File: src/rtl/systolic_pkg.sv
// Shared types and defaults for the systolic array controller and its drain path.
package systolic_pkg;

  localparam int DEF_NUM_PE = 4;
  localparam int DEF_ACC_W  = 8;
  localparam int DEF_IDX_W  = $clog2(DEF_NUM_PE);

  // One drained result as it sits in the drain FIFO (default configuration).
  typedef struct packed {
    logic [DEF_ACC_W-1:0] data;
    logic [DEF_IDX_W-1:0] idx;
    logic                 last;
  } drain_entry_t;

  // Controller phases; a top level derives cap_valid = (state == ST_DRAIN).
  typedef enum logic [1:0] {
    ST_IDLE    = 2'd0,
    ST_LOAD    = 2'd1,
    ST_COMPUTE = 2'd2,
    ST_DRAIN   = 2'd3
  } ctrl_state_t;

endpackage

File: src/rtl/systolic_fifo.sv
// Generic register-based synchronous FIFO with explicit occupancy count.
// Flush has priority over push and pop; the head is read combinationally.
module systolic_fifo #(
  parameter int WIDTH = 8,
  parameter int DEPTH = 8,
  localparam int PTR_W = $clog2(DEPTH),
  localparam int CNT_W = PTR_W + 1
) (
  input  logic             clk,
  input  logic             rst_n,
  input  logic             push,
  input  logic             pop,
  input  logic             flush,
  input  logic [WIDTH-1:0] wdata,
  output logic [WIDTH-1:0] rdata,
  output logic [CNT_W-1:0] count,
  output logic             full,
  output logic             empty
);

  logic [WIDTH-1:0] mem_q [DEPTH];
  logic [PTR_W-1:0] wr_ptr_q, rd_ptr_q;
  logic [CNT_W-1:0] count_q;
  logic             do_push, do_pop;

  assign full    = (count_q == CNT_W'(DEPTH));
  assign empty   = (count_q == '0);
  assign do_pop  = pop && !empty;
  assign do_push = push && (!full || do_pop);

  // Storage is reset so the head output reads zero out of reset.
  always_ff @(posedge clk or negedge rst_n) begin
    if (!rst_n) begin
      for (int i = 0; i < DEPTH; i++) mem_q[i] <= '0;
      wr_ptr_q <= '0;
      rd_ptr_q <= '0;
      count_q  <= '0;
    end else if (flush) begin
      wr_ptr_q <= '0;
      rd_ptr_q <= '0;
      count_q  <= '0;
    end else begin
      if (do_push) begin
        mem_q[wr_ptr_q] <= wdata;
        wr_ptr_q        <= wr_ptr_q + 1'b1;
      end
      if (do_pop) rd_ptr_q <= rd_ptr_q + 1'b1;
      case ({do_push, do_pop})
        2'b10:   count_q <= count_q + 1'b1;
        2'b01:   count_q <= count_q - 1'b1;
        default: count_q <= count_q;
      endcase
    end
  end

  assign rdata = mem_q[rd_ptr_q];
  assign count = count_q;

endmodule

File: src/rtl/systolic_drain_buffer.sv
// Captures drained PE results, applies optional ReLU, tags them with index/last
// and buffers them for a valid/ready consumer; tracks overflow and order errors.
module systolic_drain_buffer
  import systolic_pkg::*;
#(
  parameter int NUM_PE = DEF_NUM_PE,
  parameter int ACC_W  = DEF_ACC_W,
  parameter int DEPTH  = 8,
  localparam int IDX_W = $clog2(NUM_PE),
  localparam int CNT_W = $clog2(DEPTH) + 1
) (
  input  logic             clk,
  input  logic             rst_n,
  input  logic             cap_valid,
  input  logic [IDX_W-1:0] cap_idx,
  input  logic [ACC_W-1:0] cap_data,
  input  logic             relu_en,
  input  logic             flush,
  input  logic             clr_err,
  output logic             out_valid,
  input  logic             out_ready,
  output logic [ACC_W-1:0] out_data,
  output logic [IDX_W-1:0] out_idx,
  output logic             out_last,
  output logic [CNT_W-1:0] count,
  output logic             full,
  output logic             overflow,
  output logic             seq_err
);

  // Stream handshake: a result transfers on a cycle where out_valid && out_ready.
  typedef struct packed {
    logic [ACC_W-1:0] data;
    logic [IDX_W-1:0] idx;
    logic             last;
  } entry_t;

  entry_t           wr_entry, rd_entry;
  logic             push, pop, fifo_full, fifo_empty;
  logic             ovf_event, seq_event;
  logic [IDX_W-1:0] exp_idx_q, exp_idx_d;
  logic             overflow_q, overflow_d;
  logic             seq_err_q, seq_err_d;

  always_comb begin
    pop  = !fifo_empty && out_ready;
    push = cap_valid && (!fifo_full || pop) && !flush;

    wr_entry.data = (relu_en && cap_data[ACC_W-1]) ? '0 : cap_data;
    wr_entry.idx  = cap_idx;
    wr_entry.last = (cap_idx == IDX_W'(NUM_PE - 1));

    // A flushed capture is discarded entirely, so it raises no error either.
    ovf_event = cap_valid && fifo_full && !pop && !flush;
    seq_event = cap_valid && !flush && (cap_idx != exp_idx_q);

    exp_idx_d = exp_idx_q;
    if (flush)          exp_idx_d = '0;
    else if (cap_valid) exp_idx_d = cap_idx + IDX_W'(1);

    overflow_d = (overflow_q && !clr_err) || ovf_event;
    seq_err_d  = (seq_err_q && !clr_err) || seq_event;
  end

  always_ff @(posedge clk or negedge rst_n) begin
    if (!rst_n) begin
      exp_idx_q  <= '0;
      overflow_q <= 1'b0;
      seq_err_q  <= 1'b0;
    end else begin
      exp_idx_q  <= exp_idx_d;
      overflow_q <= overflow_d;
      seq_err_q  <= seq_err_d;
    end
  end

  systolic_fifo #(
    .WIDTH($bits(entry_t)),
    .DEPTH(DEPTH)
  ) u_fifo (
    .clk   (clk),
    .rst_n (rst_n),
    .push  (push),
    .pop   (pop),
    .flush (flush),
    .wdata (wr_entry),
    .rdata (rd_entry),
    .count (count),
    .full  (fifo_full),
    .empty (fifo_empty)
  );

  assign out_valid = !fifo_empty;
  assign out_data  = rd_entry.data;
  assign out_idx   = rd_entry.idx;
  assign out_last  = rd_entry.last;
  assign full      = fifo_full;
  assign overflow  = overflow_q;
  assign seq_err   = seq_err_q;

endmodule

File: config.mk
export PLATFORM = sky130hd
export DESIGN_NAME = systolic_drain_buffer
export DESIGN_NICKNAME = d
export VERILOG_FILES = /design/src/rtl/systolic_pkg.sv /design/src/rtl/systolic_fifo.sv /design/src/rtl/systolic_drain_buffer.sv
export SDC_FILE = /design/constraint.sdc
export NUM_CORES = 1
export LEC_CHECK = 0
export ABC_AREA = 1
export CORE_MARGIN = 3
export CORE_UTILIZATION = 25
export CTS_BUF_LIST = sky130_fd_sc_hd__clkbuf_2
export CTS_CLUSTER_DIAMETER = 120
export DETAILED_ROUTE_END_ITERATION = 8
export PLACE_DENSITY = 0.38
export SLEW_MARGIN = 20
export SYNTH_ARGS = -nofsm -noshare
export SYNTH_HDL_FRONTEND = slang
export SYNTH_SLANG_ARGS = --single-unit
File: constraint.sdc
create_clock -name clk -period 2.6 [get_ports clk]
set_clock_uncertainty 0.05 [all_clocks]
set_input_delay 0.65 -clock clk [delete_from_list [all_inputs] [get_ports clk]]
set_output_delay 0.65 -clock clk [all_outputs]
set_load 0.01 [all_outputs]
==> metrics.yaml, run 1 <==
detailed_routing:
  drt_iter0_drc: 361
  ant_nets: 0
  first_pass_iters: 5
  avgViaCountPerCell: 4.59
  vias: 4092
  drcViolationCount: 0
  wl_per_cell_um: 16.3
  routed_wl_mm: 14.5
timing:
  slew_headroom_pct: 68.7
  fmax_mhz: 362
  hold_viol: 0
  hold_ws_ns: 0.363
  worst_slack_ns: -0.161
  drv_slew: 0
  min_period_ns: 2.76
  rsz0062_at_grt: "yes"
  setup_tns_ns: -1.35
  worst_pin_slew_ns: 0.468
  post-route-period-util_pct: 106
  finalSetupViolCount: 11
die:
  die_h_um: 147
  start_util_pct: 25.5
  io_pins: 36
  rows: 51
  die-area_um2: 21700
  core_area_um2: 19600
  die_x_um: 147
place:
  place_ws_ns: 0.0592
  hpwl_mm: 9.40
  io_buffers: 35
  gp_congestion: 0.762
critical_path:
  max_stage_delay_ns: 0.48
  reg2reg_setup_slack_ns: 0.63
  r2r_end: "u_fifo.count[3]$_DFFE_PN0P_"
  r2r_cells: 15
  worstPathArrival_ns: 2.06
  r2r_start: "u_fifo.count[3]$_DFFE_PN0P_"
  required_ns: 1.90
  crit_path_top_delay_cell: "dfrtp_2"
  crit_fanout: 7
  cp_cell_sequence: "buf_6 > buf_8 > o21ai_0 > o22ai_1 > nor2_1 > a31oi_2 > buf_2"
  criticalPathCategory: "reg -> out"
  endpoint_kind: "primary output"
  worst_setup_path_start_kind: "flip-flop"
  startpoint: "u_fifo.rd_ptr_q[0]$_DFFE_PN0P_"
finish:
  n_fill_cell: 2134
  final_util_pct: 31.4
  seqCellArea_um2: 2560
  drive_above_1_share_pct: 21.1
  final_common_cell: "nand2_1"
  layout_common_cells: "119 x nand2_1, 98 x dfrtp_1, 79 x nor2_1, 69 x o21ai_1, 44 x o21ai_0"
  multi_input_area_um2: 2160
  layout.nets: 643
  syn2layout_area_growth_pct: 22.9
power_and_ir_drop:
  p_per_area_nw_per_um2: 852
  p_clk_share_pct: 15.4
  power.leakage_uw: 0.00275
  intPower_uw: 3180
  p_total_uw: 5240
  p_switching_uw: 2050
  combPwrFrac_pct: 42.4
  seq_power_share_pct: 42.2
  ir_drop_v: 0.000282
  p_sw_share_pct: 39.2
synthesis:
  synth_edf_count: 0
  synth_area_leaders: "dfrtp_1 51%, nand2_1 8.9%, o21ai_1 6.8%"
  yosysUniqueCellTypes: 34
  synthArstFlopShare_pct: 100
  synth_warnings: 0
  yosysTopAreaCell: "dfrtp_1"
  synth_cells: 563
  syn-cell-area_um2: 5000
  synth.avg_cell_area_um2: 8.89
  syn_nets: 585
  ys_seq_area_share_pct: 51.0
  yosysTopAreaCellShare_pct: 51.0
  ys_seq_elements: 102
  synth_top_flop_cell: "dfrtp_1"
run_status:
  failed_checks: "negative setup slack"
  status: "finished with violations"
cts:
  insertion_delay_ns: 0.62
  cts_root_buf: "clkbuf_2"
  cts.clk_slew.worst_paths_ns: 0.29
  htree_levels: 3
  cts_tree: "done"
  numCtsBuffers: 9
  clockBufferDepth: 2
  numClockSinks: 102
global_routing:
  grt_max_degree: 54
  grt_pass1_wl_mm: 22.9
  grt_antenna_before_repair: 1
  grt_use_total_pct: 13.6
  grt_pass1_vias: 3898
  overflow: 0
job:
  maxCapViolations: 0
min_path:
  hold_class: "in -> async"
[flip-flops by register name, summed over array words and instances (netlist names)]
| register | count |
|---|---|
| u_fifo.mem_q | 88 |
| u_fifo.count | 4 |
| u_fifo.rd_ptr_q | 3 |
| u_fifo.wr_ptr_q | 3 |
| exp_idx_q | 2 |
| overflow | 1 |
| seq_err | 1 |
[per-layer routing]
layer / track usage, % / up-vias / wire [µm]
met5: 0 / - / 0
met4: 4.61 / 0 / 218
met3: 1.93 / 13 / 465
met2: 20.8 / 78 / 6720
met1: 19.8 / 1997 / 7130
li1: - / 2004 / -
[how the worst max path moves through the flow]
stage / to / slack [ns]
6_report: out_last / -0.16
5_1_grt: out_data[7] / -0.35
4_1_cts: out_idx[0] / -0.22
3_5_place_dp: u_fifo.count[3]$_DFFE_PN0P_ / 0.06
3_3_place_gp: out_last / 0.06
2_1_floorplan: u_fifo.count[3]$_DFFE_PN0P_ / 0.56
[worst max-delay path: cells and delay by family (launching register included)]
family / cells / cell delay (ns)
buffers and inverters: 3 / 0.46
AOI/OAI and AO/OA: 3 / 0.43
DFF: 1 / 0.48
and+or+nand+nor: 1 / 0.07
[cells by family (layout without fill, tap and decap cells)]
kind of cell | count (synthesis) | in the layout | share of synthesized area, %
flip-flops | 102 | 102 | 51.0
AND/OR/NAND/NOR | 223 | 223 | 20.5
XOR/XNOR | 4 | 4 | 0.700
AO/OA/AOI/OAI | 170 | 170 | 19.6
buffers and inverters | 59 | 122 | 6.88
adder cells (fa/ha/maj) | 5 | 5 | 1.25
other | 0 | 1 | 0
[layout make-up]
type | count | area share (%)
clock inverters | 7 | 1.20
well taps | 265 | 5.39
repair buffers | 78 | 14.0
multi-input cells | 402 | 35.1
diodes | 1 | 0.0407
flip-flops and latches | 102 | 41.6
clock buffers | 9 | 0.732
inverters | 28 | 2.01
[metrics by stage]
stage	area, µm²	cells
final	6150	892
after detailed placement	5780	858
after global routing	6150	892
after floorplan	5000	563
after global placement	5780	858
after CTS	5960	885
[power by group through the flow]
| stage | logic (µW) | clock network [µW] | registers [µW] |
|---|---|---|---|
| finish | 2220 | 806 | 2210 |
| global route | 2480 | 934 | 2260 |
| CTS | 2070 | 845 | 2200 |
| detailed placement | 2060 | 0 | 2240 |
| global placement | 2060 | 0 | 2250 |
| floorplan | 1250 | 0 | 2180 |
[cells in the mapped netlist (2+ instances only)]
library cell / n
inv_2: 5
o21ai_0: 51
nand2_4: 2
buf_2: 3
nand4_4: 8
buf_6: 12
xnor2_1: 2
a31oi_1: 11
nand3_1: 7
o21ai_1: 68
ha_1: 5
buf_4: 4
nor2_2: 2
nand2_1: 119
o21ai_2: 22
o22ai_1: 13
nor2_1: 80
xor2_1: 2
dfrtp_1: 102
a21oi_1: 2
inv_1: 20
clkbuf_1: 11
[repair_timing]
action / CTS / global route
buffers inserted: 9 / 1
setup endpoints to repair: 13 / 12
endpoints found under the hold margin: 22 / 0
pin swaps: 2 / 16
resized for setup: 57 / 23
hold buffers: 1 / 0
gates cloned: 1 / 5
No activity file was read; power rests on OpenSTA's default activity.
==> run 2: changes to the inputs <==
--- a/config.mk
+++ b/config.mk
@@ -9,7 +9,7 @@
 export CORE_MARGIN = 3
 export CORE_UTILIZATION = 25
 export CTS_BUF_LIST = sky130_fd_sc_hd__clkbuf_2
-export CTS_CLUSTER_DIAMETER = 120
+export CTS_CLUSTER_DIAMETER = 150
 export DETAILED_ROUTE_END_ITERATION = 8
 export PLACE_DENSITY = 0.38
 export SLEW_MARGIN = 20
==> constraint.sdc (replaced) <==
create_clock -name clk -period 2.6 [get_ports clk]
set_clock_uncertainty 0.05 [all_clocks]
set_input_delay 0.65 -clock clk [delete_from_list [all_inputs] [get_ports clk]]
set_output_delay 0.65 -clock clk [all_outputs]
set_load 0.005 [all_outputs]
==> run 2 against run 1 <==
Effect of this change:
- the flow still finishes with violations (negative setup slack)
- register-to-register slack got worse by 0.09 ns
- design area grew 0.83%
- core utilization up 0.26 points
- maximum frequency fell by 0.86%
- clock-buffer cell count grew 2
- clock power grew 7.8%
- sequential share of layout area fell by 0.34 points
- setup slack got worse by 0.024 ns
- critical path depth unchanged
- via count fell by 0.22%
- sequential power about the same
- routed wire length decreased by 1.8%
- largest cell class unchanged
- largest power group unchanged
==> metrics.yaml, run 2 (same netlist as run 1, synthesis figures left out) <==
detailed_routing:
  avgViaCountPerCell: 4.56
  wl_per_cell_um: 15.9
  drt_iter0_drc: 332
  drcViolationCount: 0
  first_pass_iters: 5
  vias: 4083
  routed_wl_mm: 14.3
  ant_nets: 0
timing:
  fmax_mhz: 359
  rsz0062_at_grt: "yes"
  drv_slew: 0
  worst_slack_ns: -0.184
  hold_viol: 0
  setup_tns_ns: -1.64
  hold_ws_ns: 0.410
  slew_headroom_pct: 70.2
  worst_pin_slew_ns: 0.446
  post-route-period-util_pct: 107
  finalSetupViolCount: 11
  min_period_ns: 2.78
cts:
  cts_root_buf: "clkbuf_2"
  insertion_delay_ns: 0.60
  numClockSinks: 102
  clockBufferDepth: 2
  cts_tree: "done"
  numCtsBuffers: 9
  cts.clk_slew.worst_paths_ns: 0.30
  htree_levels: 3
power_and_ir_drop:
  power.leakage_uw: 0.00279
  p_total_uw: 5330
  ir_drop_v: 0.000270
  p_per_area_nw_per_um2: 860
die:
  start_util_pct: 25.5
  core_area_um2: 19600
  die-area_um2: 21700
  rows: 51
  die_h_um: 147
  die_x_um: 147
  io_pins: 36
finish:
  final_cell_area_um2: 6200
  largest_register_ffs: 88
  drive_above_1_share_pct: 21.5
  layout_common_cells: "119 x nand2_1, 98 x dfrtp_1, 80 x o21ai_1, 75 x nor2_1, 36 x o21ai_0"
  syn2layout_area_growth_pct: 24.0
  regMostFlops: "u_fifo.mem_q"
  n_fill_cell: 2093
  layout.nets: 645
  final_common_cell: "nand2_1"
critical_path:
  cp_cell_sequence: "buf_4 > buf_12 > o21ai_1 > o22ai_1 > nor2_1 > a31oi_1 > buf_2"
  endpoint_kind: "primary output"
  criticalPathCategory: "reg -> out"
  crit_fanout: 12
  max_stage_delay_ns: 0.48
  crit_path_top_delay_cell: "dfrtp_2"
  worst_setup_path_start_kind: "flip-flop"
  worstPathArrival_ns: 2.08
  required_ns: 1.90
run_status:
  status: "finished with violations"
  failed_checks: "negative setup slack"
global_routing:
  overflow: 0
  grt_max_degree: 53
  grt_pass1_vias: 4123
  grt_antenna_before_repair: 1
  grt_use_total_pct: 13.8
  grt_pass1_wl_mm: 23.5
place:
  hpwl_mm: 9.16
  gp_congestion: 0.750
  io_buffers: 35
  place_area_um2: 5790
job:
  maxCapViolations: 0
min_path:
  hold_class: "in -> async"
-- run 2: final cells by class --
type / instances / area (µm²) / area share, %
Tap cell: 265 / 332 / 5.35
Antenna cell: 2 / 5.00 / 0.0807
Sequential cell: 102 / 2560 / 41.2
Timing Repair Buffer: 80 / 890 / 14.3
Clock buffer: 11 / 55.1 / 0.888
Multi-Input combinational cell: 402 / 2160 / 34.9
Clock inverter: 5 / 73.8 / 1.19
Inverter: 28 / 124 / 2.00
-- run 2: worst max-delay path, delay by kind of cell (launching register included) --
kind | cells | cell delay, ns
flops | 1 | 0.48
buf+inv | 3 | 0.46
compound gates | 3 | 0.46
simple gates | 1 | 0.07
-- run 2: worst paths after layout --
| path | slack [ns] | depth (start not counted) | to | start |
|---|---|---|---|---|
| max | -0.18 | 7 | out_last | u_fifo.rd_ptr_q[0]$_DFFE_PN0P_ |
| min | 0.41 | 2 | u_fifo.mem_q[42]$_DFFE_PN0P_ | rst_n |
| max reg2reg | 0.54 | 16 | u_fifo.count[3]$_DFFE_PN0P_ | u_fifo.count[3]$_DFFE_PN0P_ |
| min reg2reg | 0.47 | 2 | u_fifo.mem_q[82]$_DFFE_PN0P_ | u_fifo.mem_q[82]$_DFFE_PN0P_ |
| max in group asynchronous | 1.38 | 3 | u_fifo.mem_q[10]$_DFFE_PN0P_ | rst_n |
| min in group clk | 0.47 | 2 | u_fifo.mem_q[82]$_DFFE_PN0P_ | u_fifo.mem_q[82]$_DFFE_PN0P_ |
-- run 2: per-stage QoR --
step           util (%)  setup slack [ns]  std cells
6_report           31.7            -0.184        895
5_1_grt            31.7            -0.373        895
4_1_cts            31.4            -0.296        888
3_5_place_dp       29.6            0.0593        860
3_3_place_gp       29.6            0.0545        860
2_1_floorplan         -             0.566        563
-- run 2: timing repair --
action	4_1_cts	5_1_grt
hold buffers	1	0
pin swaps	15	11
endpoints found under the hold margin	28	0
setup endpoints to repair	13	12
resized for setup	89	6
cloned	3	1
setup buffers	8	5
-- run 2: power breakdown --
part	total (µW)	switching (µW)	internal (µW)	leakage, µW
Combinational	2260	1190	1070	0.00135
Sequential	2200	250	1950	0.00136
Clock	869	549	320	0.0000834
-- run 2: routing by layer --
| layer | vias to the layer above | global-route usage, % | wire [µm] |
|---|---|---|---|
| met1 | 2000 | 19.7 | 6920 |
| met3 | 16 | 1.75 | 314 |
| met4 | 0 | 4.57 | 253 |
| li1 | 2010 | - | - |
| met2 | 57 | 21.9 | 6780 |
| met5 | - | 0 | 0 |
==> run 3: changes to the inputs <==
--- a/config.mk
+++ b/config.mk
@@ -12,6 +12,7 @@
 export CTS_CLUSTER_DIAMETER = 150
 export DETAILED_ROUTE_END_ITERATION = 8
 export PLACE_DENSITY = 0.38
+export SETUP_SLACK_MARGIN = 0.5
 export SLEW_MARGIN = 20
 export SYNTH_ARGS = -nofsm -noshare
 export SYNTH_HDL_FRONTEND = slang
==> run 3 against run 2 <==
Effect of this change:
- total power rose by 4.0%
- maximum frequency shrank 0.24%
- the flow still finishes with violations (negative setup slack)
- routed wire length increased by 1.9%
- critical path type unchanged
- largest power group unchanged
- design area increased by 2.9%
==> metrics.yaml, run 3 (same netlist as run 1, synthesis figures left out) <==
finish:
  regMostFlops: "u_fifo.mem_q"
  final_cell_area_um2: 6380
  multi_input_area_um2: 2230
  layout_common_cells: "119 x nand2_1, 98 x dfrtp_1, 80 x o21ai_1, 73 x nor2_1, 36 x o21ai_0"
  final_common_cell: "nand2_1"
  layout.nets: 654
  n_fill_cell: 2088
  seqCellArea_um2: 2560
  drive_above_1_share_pct: 24.6
  largest_register_ffs: 88
  syn2layout_area_growth_pct: 27.5
timing:
  hold_viol: 0
  post-route-period-util_pct: 107
  fmax_mhz: 358
  min_period_ns: 2.79
  worst_pin_slew_ns: 0.462
  slew_headroom_pct: 69.2
  rsz0062_at_grt: "yes"
  finalSetupViolCount: 11
  drv_slew: 0
  worst_slack_ns: -0.191
critical_path:
  worstPathArrival_ns: 2.09
  criticalPathCategory: "reg -> out"
  required_ns: 1.90
  endpoint_kind: "primary output"
  r2r_cells: 14
  worst_setup_path_start_kind: "flip-flop"
  crit_fanout: 5
detailed_routing:
  vias: 4146
  first_pass_iters: 4
  avgViaCountPerCell: 4.59
  ant_nets: 0
  wl_per_cell_um: 16.1
  drt_iter0_drc: 378
  routed_wl_mm: 14.5
  drcViolationCount: 0
cts:
  cts_root_buf: "clkbuf_2"
  clockBufferDepth: 2
  numCtsBuffers: 9
  htree_levels: 3
  cts_tree: "done"
  numClockSinks: 102
  insertion_delay_ns: 0.60
  cts.clk_slew.worst_paths_ns: 0.31
die:
  die_x_um: 147
  io_pins: 36
  rows: 51
  die-area_um2: 21700
  start_util_pct: 25.5
  die_h_um: 147
  core_area_um2: 19600
global_routing:
  grt_pass1_vias: 4180
  grt_pass1_wl_mm: 23.8
  grt_use_total_pct: 14.0
  overflow: 0
  grt_antenna_before_repair: 1
  grt_max_degree: 53
run_status:
  status: "finished with violations"
  failed_checks: "negative setup slack"
power_and_ir_drop:
  p_per_area_nw_per_um2: 869
  ir_drop_v: 0.000271
  power.leakage_uw: 0.00287
place:
  hpwl_mm: 9.16
  io_buffers: 35
  gp_congestion: 0.750
  place_area_um2: 5790
  place_ws_ns: 0.0593
min_path:
  hold_class: "in -> async"
job:
  maxCapViolations: 0
-- run 3: cell count changes in the layout (fill, tap and decap cells not counted), sizes merged --
| cell | delta |
|---|---|
| buf | +15 |
| inv | +1 |
| clkdlybuf4s15 | +2 |
| clkdlybuf4s50 | -6 |
| dlymetal6s2s | -1 |
| clkinv | -1 |
| dlygate4sd2 | -1 |
-- run 3: cell type report --
class                      count  share of cell area (%)
clock buffer                  11                   0.863
inverter                      28                    1.96
timing repair buffer          89                    15.7
sequential                   102                    40.1
antenna                        2                  0.0785
clock inverter                 5                    1.16
tap                          265                    5.20
multi-input combinational    402                    34.9
-- run 3: worst paths after layout --
kind / start / end / slack, ns
worst min-delay path: rst_n / u_fifo.mem_q[39]$_DFFE_PN0P_ / 0.40
min in group clk: u_fifo.mem_q[75]$_DFFE_PN0P_ / u_fifo.mem_q[75]$_DFFE_PN0P_ / 0.47
worst max register to register: u_fifo.count[1]$_DFFE_PN0P_ / u_fifo.count[3]$_DFFE_PN0P_ / 0.62
max in group asynchronous: rst_n / u_fifo.mem_q[10]$_DFFE_PN0P_ / 1.39
worst min register to register: u_fifo.mem_q[75]$_DFFE_PN0P_ / u_fifo.mem_q[75]$_DFFE_PN0P_ / 0.47
worst max-delay path: u_fifo.rd_ptr_q[0]$_DFFE_PN0P_ / out_data[2] / -0.19
-- run 3: critical path, stage by stage (launching register included) --
cell	delay [ns]
dfrtp_2	0.51
buf_6	0.14
buf_8	0.13
buf_12	0.12
buf_16	0.13
nor2_4	0.07
o22ai_2	0.08
nor2_1	0.12
a31oi_1	0.05
buf_2	0.14
-- run 3: power by group --
group / switching, µW / internal, µW / leakage (µW)
clock: 546 / 320 / 0.0000834
combinational: 1270 / 1200 / 0.00142
sequential: 256 / 1950 / 0.00136
-- run 3: per-layer routing --
metal | track usage [%] | vias up | routed length, µm
met4 | 4.57 | 0 | 246
li1 | - | 2031 | -
met5 | 0 | - | 0
met2 | 22.2 | 50 | 7080
met3 | 1.75 | 15 | 395
met1 | 19.9 | 2050 | 6820
-- run 3: metrics by stage --
stage          hold slack [ns]  util, %  std cells  TNS [ns]  total power (µW)
3_5_place_dp             0.419     29.6        860         0              4250
3_3_place_gp             0.416     29.6        860         0              4250
5_1_grt                  0.388     32.6        904     -3.82              6000
4_1_cts                  0.382     31.8        896     -2.60              5440
6_report                 0.397     32.6        904     -1.64              5550
2_1_floorplan            0.304        -        563         0              3360
-- run 3: repair_timing --
| item | CTS | global route |
|---|---|---|
| buffers inserted | 16 | 5 |
| pin swaps | 19 | 13 |
| resized for setup | 125 | 22 |
| setup endpoints to repair | 19 | 31 |
| cloned | 3 | 1 |
| endpoints found under the hold margin | 28 | 0 |
| hold buffers | 1 | 0 |
